**src/rtl/rv32i_lsu.sv**
```systemverilog
// rv32i_lsu - load/store unit for the rv32i MA stage.
// Turns a core load/store into a stalling request/response sequence on a
// memory bus of BUS_WIDTH bits (16 or 32). Word accesses on a 16-bit bus are
// split into two beats (low half first). One transaction in flight at a time.
//
// Ports
//   clk, reset_n                 clock, async active-low reset
//   op_valid/op_store/op_size/   core request (sampled only while busy=0)
//   op_unsigned/op_addr/op_wdata
//   busy                         stall: an accepted op is in flight
//   done                         one-cycle completion pulse
//   rdata                        extended load result, held until next load
//   misaligned                   one-cycle pulse for a rejected op
//   mem_addr/mem_we/mem_re/      bus command (held until mem_busy=0)
//   mem_wdata/mem_be
//   mem_busy/mem_rvalid/mem_rdata bus handshake and read return
//
// state  | meaning
// IDLE   | no op in flight, sampling op_valid
// ISSUE  | command on the bus, waiting for mem_busy=0
// WAIT_R | read accepted, waiting for mem_rvalid
module rv32i_lsu #(
  parameter int BUS_WIDTH  = 32,
  parameter int ADDR_WIDTH = 22
) (
  input  logic                   clk,
  input  logic                   reset_n,
  input  logic                   op_valid,
  input  logic                   op_store,
  input  logic [1:0]             op_size,
  input  logic                   op_unsigned,
  input  logic [31:0]            op_addr,
  input  logic [31:0]            op_wdata,
  output logic                   busy,
  output logic                   done,
  output logic [31:0]            rdata,
  output logic                   misaligned,
  output logic [ADDR_WIDTH-1:0]  mem_addr,
  output logic                   mem_we,
  output logic                   mem_re,
  output logic [BUS_WIDTH-1:0]   mem_wdata,
  output logic [BUS_WIDTH/8-1:0] mem_be,
  input  logic                   mem_busy,
  input  logic                   mem_rvalid,
  input  logic [BUS_WIDTH-1:0]   mem_rdata
);

  localparam int NB = BUS_WIDTH / 8;
  localparam int OFFS = (BUS_WIDTH == 16) ? 1 : 2;
  localparam bit NARROW = (BUS_WIDTH == 16);
  localparam logic [1:0] LANE_MASK = 2'(NB - 1);

  typedef enum logic [1:0] {IDLE, ISSUE, WAIT_R} state_t;

  state_t state, state_d;

  logic        store_q, unsigned_q, two_beat_q, beat_q;
  logic [1:0]  size_q, lane_q;
  logic [15:0] wdata_hi_q, lo_half_q;

  logic [1:0]            size_n, lane_in;
  logic                  mis_in, last_beat;
  logic [ADDR_WIDTH-1:0] base_addr;
  logic [31:0]           rd32, raw_rd, ext_rd;
  logic                  unused_addr;

  // Write data replicated across lanes so the byte enables alone pick the
  // target; the high half of a split word rides in the low lanes.
  function automatic logic [BUS_WIDTH-1:0] lane_wdata(input logic [1:0] sz,
                                                       input logic [31:0] wd);
    logic [31:0] full;
    case (sz)
      2'd0:    full = {4{wd[7:0]}};
      2'd1:    full = {2{wd[15:0]}};
      default: full = wd;
    endcase
    return full[BUS_WIDTH-1:0];
  endfunction

  function automatic logic [NB-1:0] lane_be(input logic [1:0] sz,
                                            input logic [1:0] lane);
    logic [3:0] full;
    case (sz)
      2'd0:    full = 4'b0001 << lane;
      2'd1:    full = 4'b0011 << lane;
      default: full = 4'b1111;
    endcase
    return full[NB-1:0];
  endfunction

  assign size_n      = (op_size == 2'd3) ? 2'd2 : op_size;
  assign lane_in     = op_addr[1:0] & LANE_MASK;
  assign mis_in      = ((size_n == 2'd1) && op_addr[0]) ||
                       ((size_n == 2'd2) && (op_addr[1:0] != 2'd0));
  assign base_addr   = op_addr[ADDR_WIDTH+OFFS-1:OFFS];
  assign unused_addr = ^op_addr[31:ADDR_WIDTH+OFFS];
  assign last_beat   = !two_beat_q || beat_q;

  assign busy   = (state != IDLE);
  assign mem_we = (state == ISSUE) && store_q;
  assign mem_re = (state == ISSUE) && !store_q;

  always_comb begin
    rd32 = 32'(mem_rdata);
    if (NARROW && two_beat_q) raw_rd = {mem_rdata[15:0], lo_half_q};
    else                      raw_rd = rd32 >> {lane_q, 3'b000};
    case (size_q)
      2'd0:    ext_rd = unsigned_q ? {24'h0, raw_rd[7:0]}
                                   : {{24{raw_rd[7]}}, raw_rd[7:0]};
      2'd1:    ext_rd = unsigned_q ? {16'h0, raw_rd[15:0]}
                                   : {{16{raw_rd[15]}}, raw_rd[15:0]};
      default: ext_rd = raw_rd;
    endcase
  end

  always_comb begin
    state_d = state;
    case (state)
      IDLE:    if (op_valid && !mis_in) state_d = ISSUE;
      ISSUE:   if (!mem_busy) begin
                 if (!store_q)       state_d = WAIT_R;
                 else if (last_beat) state_d = IDLE;
               end
      WAIT_R:  if (mem_rvalid) state_d = last_beat ? IDLE : ISSUE;
      default: state_d = IDLE;
    endcase
  end

  always_ff @(posedge clk or negedge reset_n) begin
    if (!reset_n) begin
      state      <= IDLE;
      done       <= 1'b0;
      misaligned <= 1'b0;
      rdata      <= '0;
      mem_addr   <= '0;
      mem_wdata  <= '0;
      mem_be     <= '0;
      store_q    <= 1'b0;
      unsigned_q <= 1'b0;
      two_beat_q <= 1'b0;
      beat_q     <= 1'b0;
      size_q     <= '0;
      lane_q     <= '0;
      wdata_hi_q <= '0;
      lo_half_q  <= '0;
    end else begin
      state      <= state_d;
      done       <= 1'b0;
      misaligned <= 1'b0;
      case (state)
        IDLE: if (op_valid) begin
          if (mis_in) begin
            misaligned <= 1'b1;
          end else begin
            store_q    <= op_store;
            unsigned_q <= op_unsigned;
            size_q     <= size_n;
            lane_q     <= lane_in;
            two_beat_q <= NARROW && (size_n == 2'd2);
            beat_q     <= 1'b0;
            wdata_hi_q <= op_wdata[31:16];
            mem_addr   <= base_addr;
            mem_wdata  <= lane_wdata(size_n, op_wdata);
            mem_be     <= lane_be(size_n, lane_in);
          end
        end
        ISSUE: if (!mem_busy && store_q) begin
          if (last_beat) begin
            done <= 1'b1;
          end else begin
            beat_q    <= 1'b1;
            mem_addr  <= mem_addr + ADDR_WIDTH'(1);
            mem_wdata <= BUS_WIDTH'(wdata_hi_q);
          end
        end
        WAIT_R: if (mem_rvalid) begin
          if (last_beat) begin
            rdata <= ext_rd;
            done  <= 1'b1;
          end else begin
            lo_half_q <= mem_rdata[15:0];
            beat_q    <= 1'b1;
            mem_addr  <= mem_addr + ADDR_WIDTH'(1);
          end
        end
        default: ;
      endcase
    end
  end

endmodule

```
**config.mk**
```make
export PLATFORM = sky130hd
export DESIGN_NAME = rv32i_lsu
export DESIGN_NICKNAME = d
export VERILOG_FILES = /design/src/rtl/rv32i_lsu.sv
export SDC_FILE = /design/constraint.sdc
export NUM_CORES = 1
export LEC_CHECK = 0
export CAP_MARGIN = 20
export CORE_ASPECT_RATIO = 0.8
export CORE_MARGIN = 2
export CORE_UTILIZATION = 46
export CTS_CLUSTER_SIZE = 30
export DETAILED_ROUTE_END_ITERATION = 10
export PLACE_DENSITY = 0.85
export SLEW_MARGIN = 20
export SYNTH_ARGS = -nofsm -noshare
export SYNTH_HDL_FRONTEND = slang
export SYNTH_SLANG_ARGS = --single-unit
```
**constraint.sdc**
```tcl
create_clock -name clk -period 4.7 [get_ports clk]
set_input_delay 0.47 -clock clk [delete_from_list [all_inputs] [get_ports clk]]
set_output_delay 0.47 -clock clk [all_outputs]
set_load 0.005 [all_outputs]
```
==> key figures <==
Layout
  • Synthesis-to-layout area growth: 48.77%
  • N_diodes: 0
  • Post-Layout Cell Count: between 700 and 800
  • Fin util: a little over two thirds
  • Layout cells sized above 1: ~12%
  • Final nets: a little over 700
  • Fill count: between 700 and 800

Clock network
  • Clock insertion delay at the later pin of the skew report: 0.34 ns
  • Num CTS Buffers: 9
  • Root buffer cell: clkbuf_16
  • H-Tree Level Count: 3
  • Post-CTS Resized: 0
  • Clock tree buffer depth: 2
  • Worst-path clk slew: about 0.07 ns
  • Hold buffers post-CTS: 0
  • Clock sinks: 100
  • CTS tree: done
  • Setup Fix Bufs, Post-CTS: 0

Synth
  • Syn Inst Count: between 400 and 500
  • Yosys top cell by area: dfrtp_1
  • Top cells by count, synth: 100 x dfrtp_1, 62 x nand2_1, 41 x mux2_2
  • Top FF cell, synth: dfrtp_1
  • Sequential element share of the synthesized area: between 50 and 60%
  • #FFs+latches synth: 100
  • Post-Syn Nets: 540
  • Synth top area cells: dfrtp_1 52%, mux2_2 9.7%, mux2i_1 7.5%
  • Netlist cell types: 39
  • Dominant cell by count in the synthesized netlist: dfrtp_1
  • Yosys top cell area share: a little over half
  • Post-synth EDFFs: 0
  • Syn Std Cell Area: 4777 um2
  • Yosys Warn Count: 0
  • Fraction of registers with async set/reset: 100.0%
  • Mapped Avg Cell Area: ~11 um2

GRT
  • GRT Overall Usage: approximately a quarter
  • Vias in the first global route: 4087
  • First-pass GRT wire length: 21.21 mm
  • Total grt overflow: 0
  • Initial antenna violation count: 0
  • Largest net degree at the start of global routing: 71

Worst setup path
  • FF-to-FF path depth: 6
  • Data arrival, critical path: around 2.9 ns
  • Crit path launch type: primary input
  • R2R Setup Slk: 2.28 ns
  • CP max FO: 22
  • Crit Path Class: primary input to register
  • RR Startpoint: state[0]$_DFFE_PN0P_
  • CP endpoint: mem_addr[9]$_DFFE_PN0P_
  • Worst path required time: 4.92 ns
  • Worst reg2reg path endpoint: rdata[31]$_DFFE_PN0P_
  • Worst Setup End Kind: register
  • Crit. Startpoint: op_size[0]

Route
  • WL/cell: between 15 and 20 um
  • Iter 0 DRT Violations: 311
  • Vias: 4067
  • ANT nets after route: 0
  • Post-Route WL: 13.27 mm
  • Vias per cell: around 5.4
  • Total iterations of the first detailed-routing run: 4
  • DRC errors left: 0

Place
  • Number of I/O port buffers: ~190
  • Hpwl dp: approximately 9.6 mm
  • Routability cong.: roughly 0.83
  • Inst Count DP: between 700 and 800

Floorplan
  • Full die area: between 10000 and 15000 um2
  • Core area: between 10000 and 15000 um2
  • Die H: approximately 95 um
  • Die Wd: roughly 120 um
  • Ports: 200
  • Initial core utilization: 46.84%
  • Row count: 33

Power and ir drop
  • Pwr Total: 0.004264 W
  • Leakage: just over 3 nW
  • Pwr/cell area: about 600 nW/um2
  • Peak VDD IR: about 0.24 mV

Timing
  • Min Tclk post-route: around 2.7 ns
  • Rel. slew slack: around two fifths
  • Fmax: about 380 MHz
  • Tightest Pin Transition: approximately 0.90 ns
  • Final Hold Vio Count: 0
  • Worst Skew: about 0.0058 ns
  • RSZ-0062 raised after global routing: no
  • Final period utilization: a little under three fifths
  • Slew Viols, Final: 0
  • Number of setup violations in the final report: 0
  • Hold WS: ~0.25 ns
  • Final setup TNS: 0 ns

Run status
  • Run status: finished, final reports clean

Job
  • Max_cap viols: 0

Hold path
  • HP Class: primary input to asynchronous set/reset pin
flip-flops by register name (all words and copies together), names as in the netlist, 2 cells and up:
name       cells
lane_q         2
state          2
rdata         32
mem_be         4
mem_addr      22
mem_wdata     32
size_q         2
layout make-up:
| type | instances | area, um2 | share of cell area [%] |
|---|---|---|---|
| clock buffers | 9 | 225.2 | 3.169 |
| clock inverters | 7 | 82.58 | 1.162 |
| inverters | 6 | 22.52 | 0.3169 |
| multi-input cells | 296 | 2130 | 29.96 |
| flip-flops and latches | 100 | 2505 | 35.25 |
| well taps | 140 | 175.2 | 2.465 |
| repair buffers | 196 | 1967 | 27.68 |
layout by cell type (no fill, tap or decap), types with 2 or more instances in the layout:
cell             netlist  routed
a2111oi_0              7       7
a211oi_1               7       7
a21oi_1               17      17
a221o_1               17      17
a2bb2oi_1              2       2
and2_1                 3       3
buf_4                  0       5
clkbuf_16              0       9
clkdlybuf4s50_1        0     190
clkinv_4               0       3
dfrtp_1              100      98
dfrtp_2                0       2
ha_1                   4       4
inv_1                  6       6
inv_6                  0       3
mux2_1                 2       2
mux2_2                41      41
mux2i_1               36      36
nand2_1               62      62
nor2_1                26      26
nor2b_1               11      11
nor3_1                11      11
o211ai_1               3       3
o21ai_0               30      30
how the worst min path moves through the flow:
stage / start / to / slack (ns) / cells after the start
detailed placement: mem_wdata[2]$_DFFE_PN0P_ / mem_wdata[2]$_DFFE_PN0P_ / 0.46 / 2
global route: reset_n / mem_wdata[27]$_DFFE_PN0P_ / 0.33 / 1
CTS: reset_n / mem_wdata[27]$_DFFE_PN0P_ / 0.28 / 1
floorplan: reset_n / done$_DFF_PN0_ / 0.17 / 0
global placement: mem_wdata[11]$_DFFE_PN0P_ / mem_wdata[11]$_DFFE_PN0P_ / 0.46 / 2
finish: reset_n / mem_wdata[27]$_DFFE_PN0P_ / 0.25 / 1
stage by stage:
stage | area [um2] | setup slack, ns
2_1_floorplan | 4777 | 2.729
3_3_place_gp | 6769 | 1.733
3_5_place_dp | 6797 | 1.686
4_1_cts | 7104 | 2.053
5_1_grt | 7107 | 1.923
6_report | 7107 | 2.046
cells by family (layout without fill, tap and decap cells):
kind of cell | Yosys count | in the layout | share of synthesized area, %
simple gates | 119 | 119 | 10.95
mux | 80 | 80 | 18.15
compound gates | 92 | 92 | 13.88
fa+ha+maj | 4 | 4 | 1.048
xor+xnor | 1 | 1 | 0.1834
buf+inv | 35 | 218 | 3.405
flops | 100 | 100 | 52.38
layer usage:
| layer | GRT usage, % | up-vias | wire (um) |
|---|---|---|---|
| li1 | - | 1892 | - |
| met4 | 6.928 | 0 | 176 |
| met5 | 0 | - | 0 |
| met1 | 29.59 | 1965 | 5465 |
| met2 | 40.16 | 194 | 6259 |
| met3 | 9.390 | 16 | 1363 |
critical path: stages:
cell and delay, ns:
clkdlybuf4s50_1 0.81, a21oi_4 0.40, o21ai_2 0.12, a2111oi_4 0.34, buf_4 0.34, mux2_2 0.38
report_power, final:
group / switching (W) / internal [W]
Sequential: 0.000319 / 0.00126
Clock: 0.000347 / 0.000422
Combinational: 0.000711 / 0.00120
Note: power is estimated with default switching activity, not from simulation.
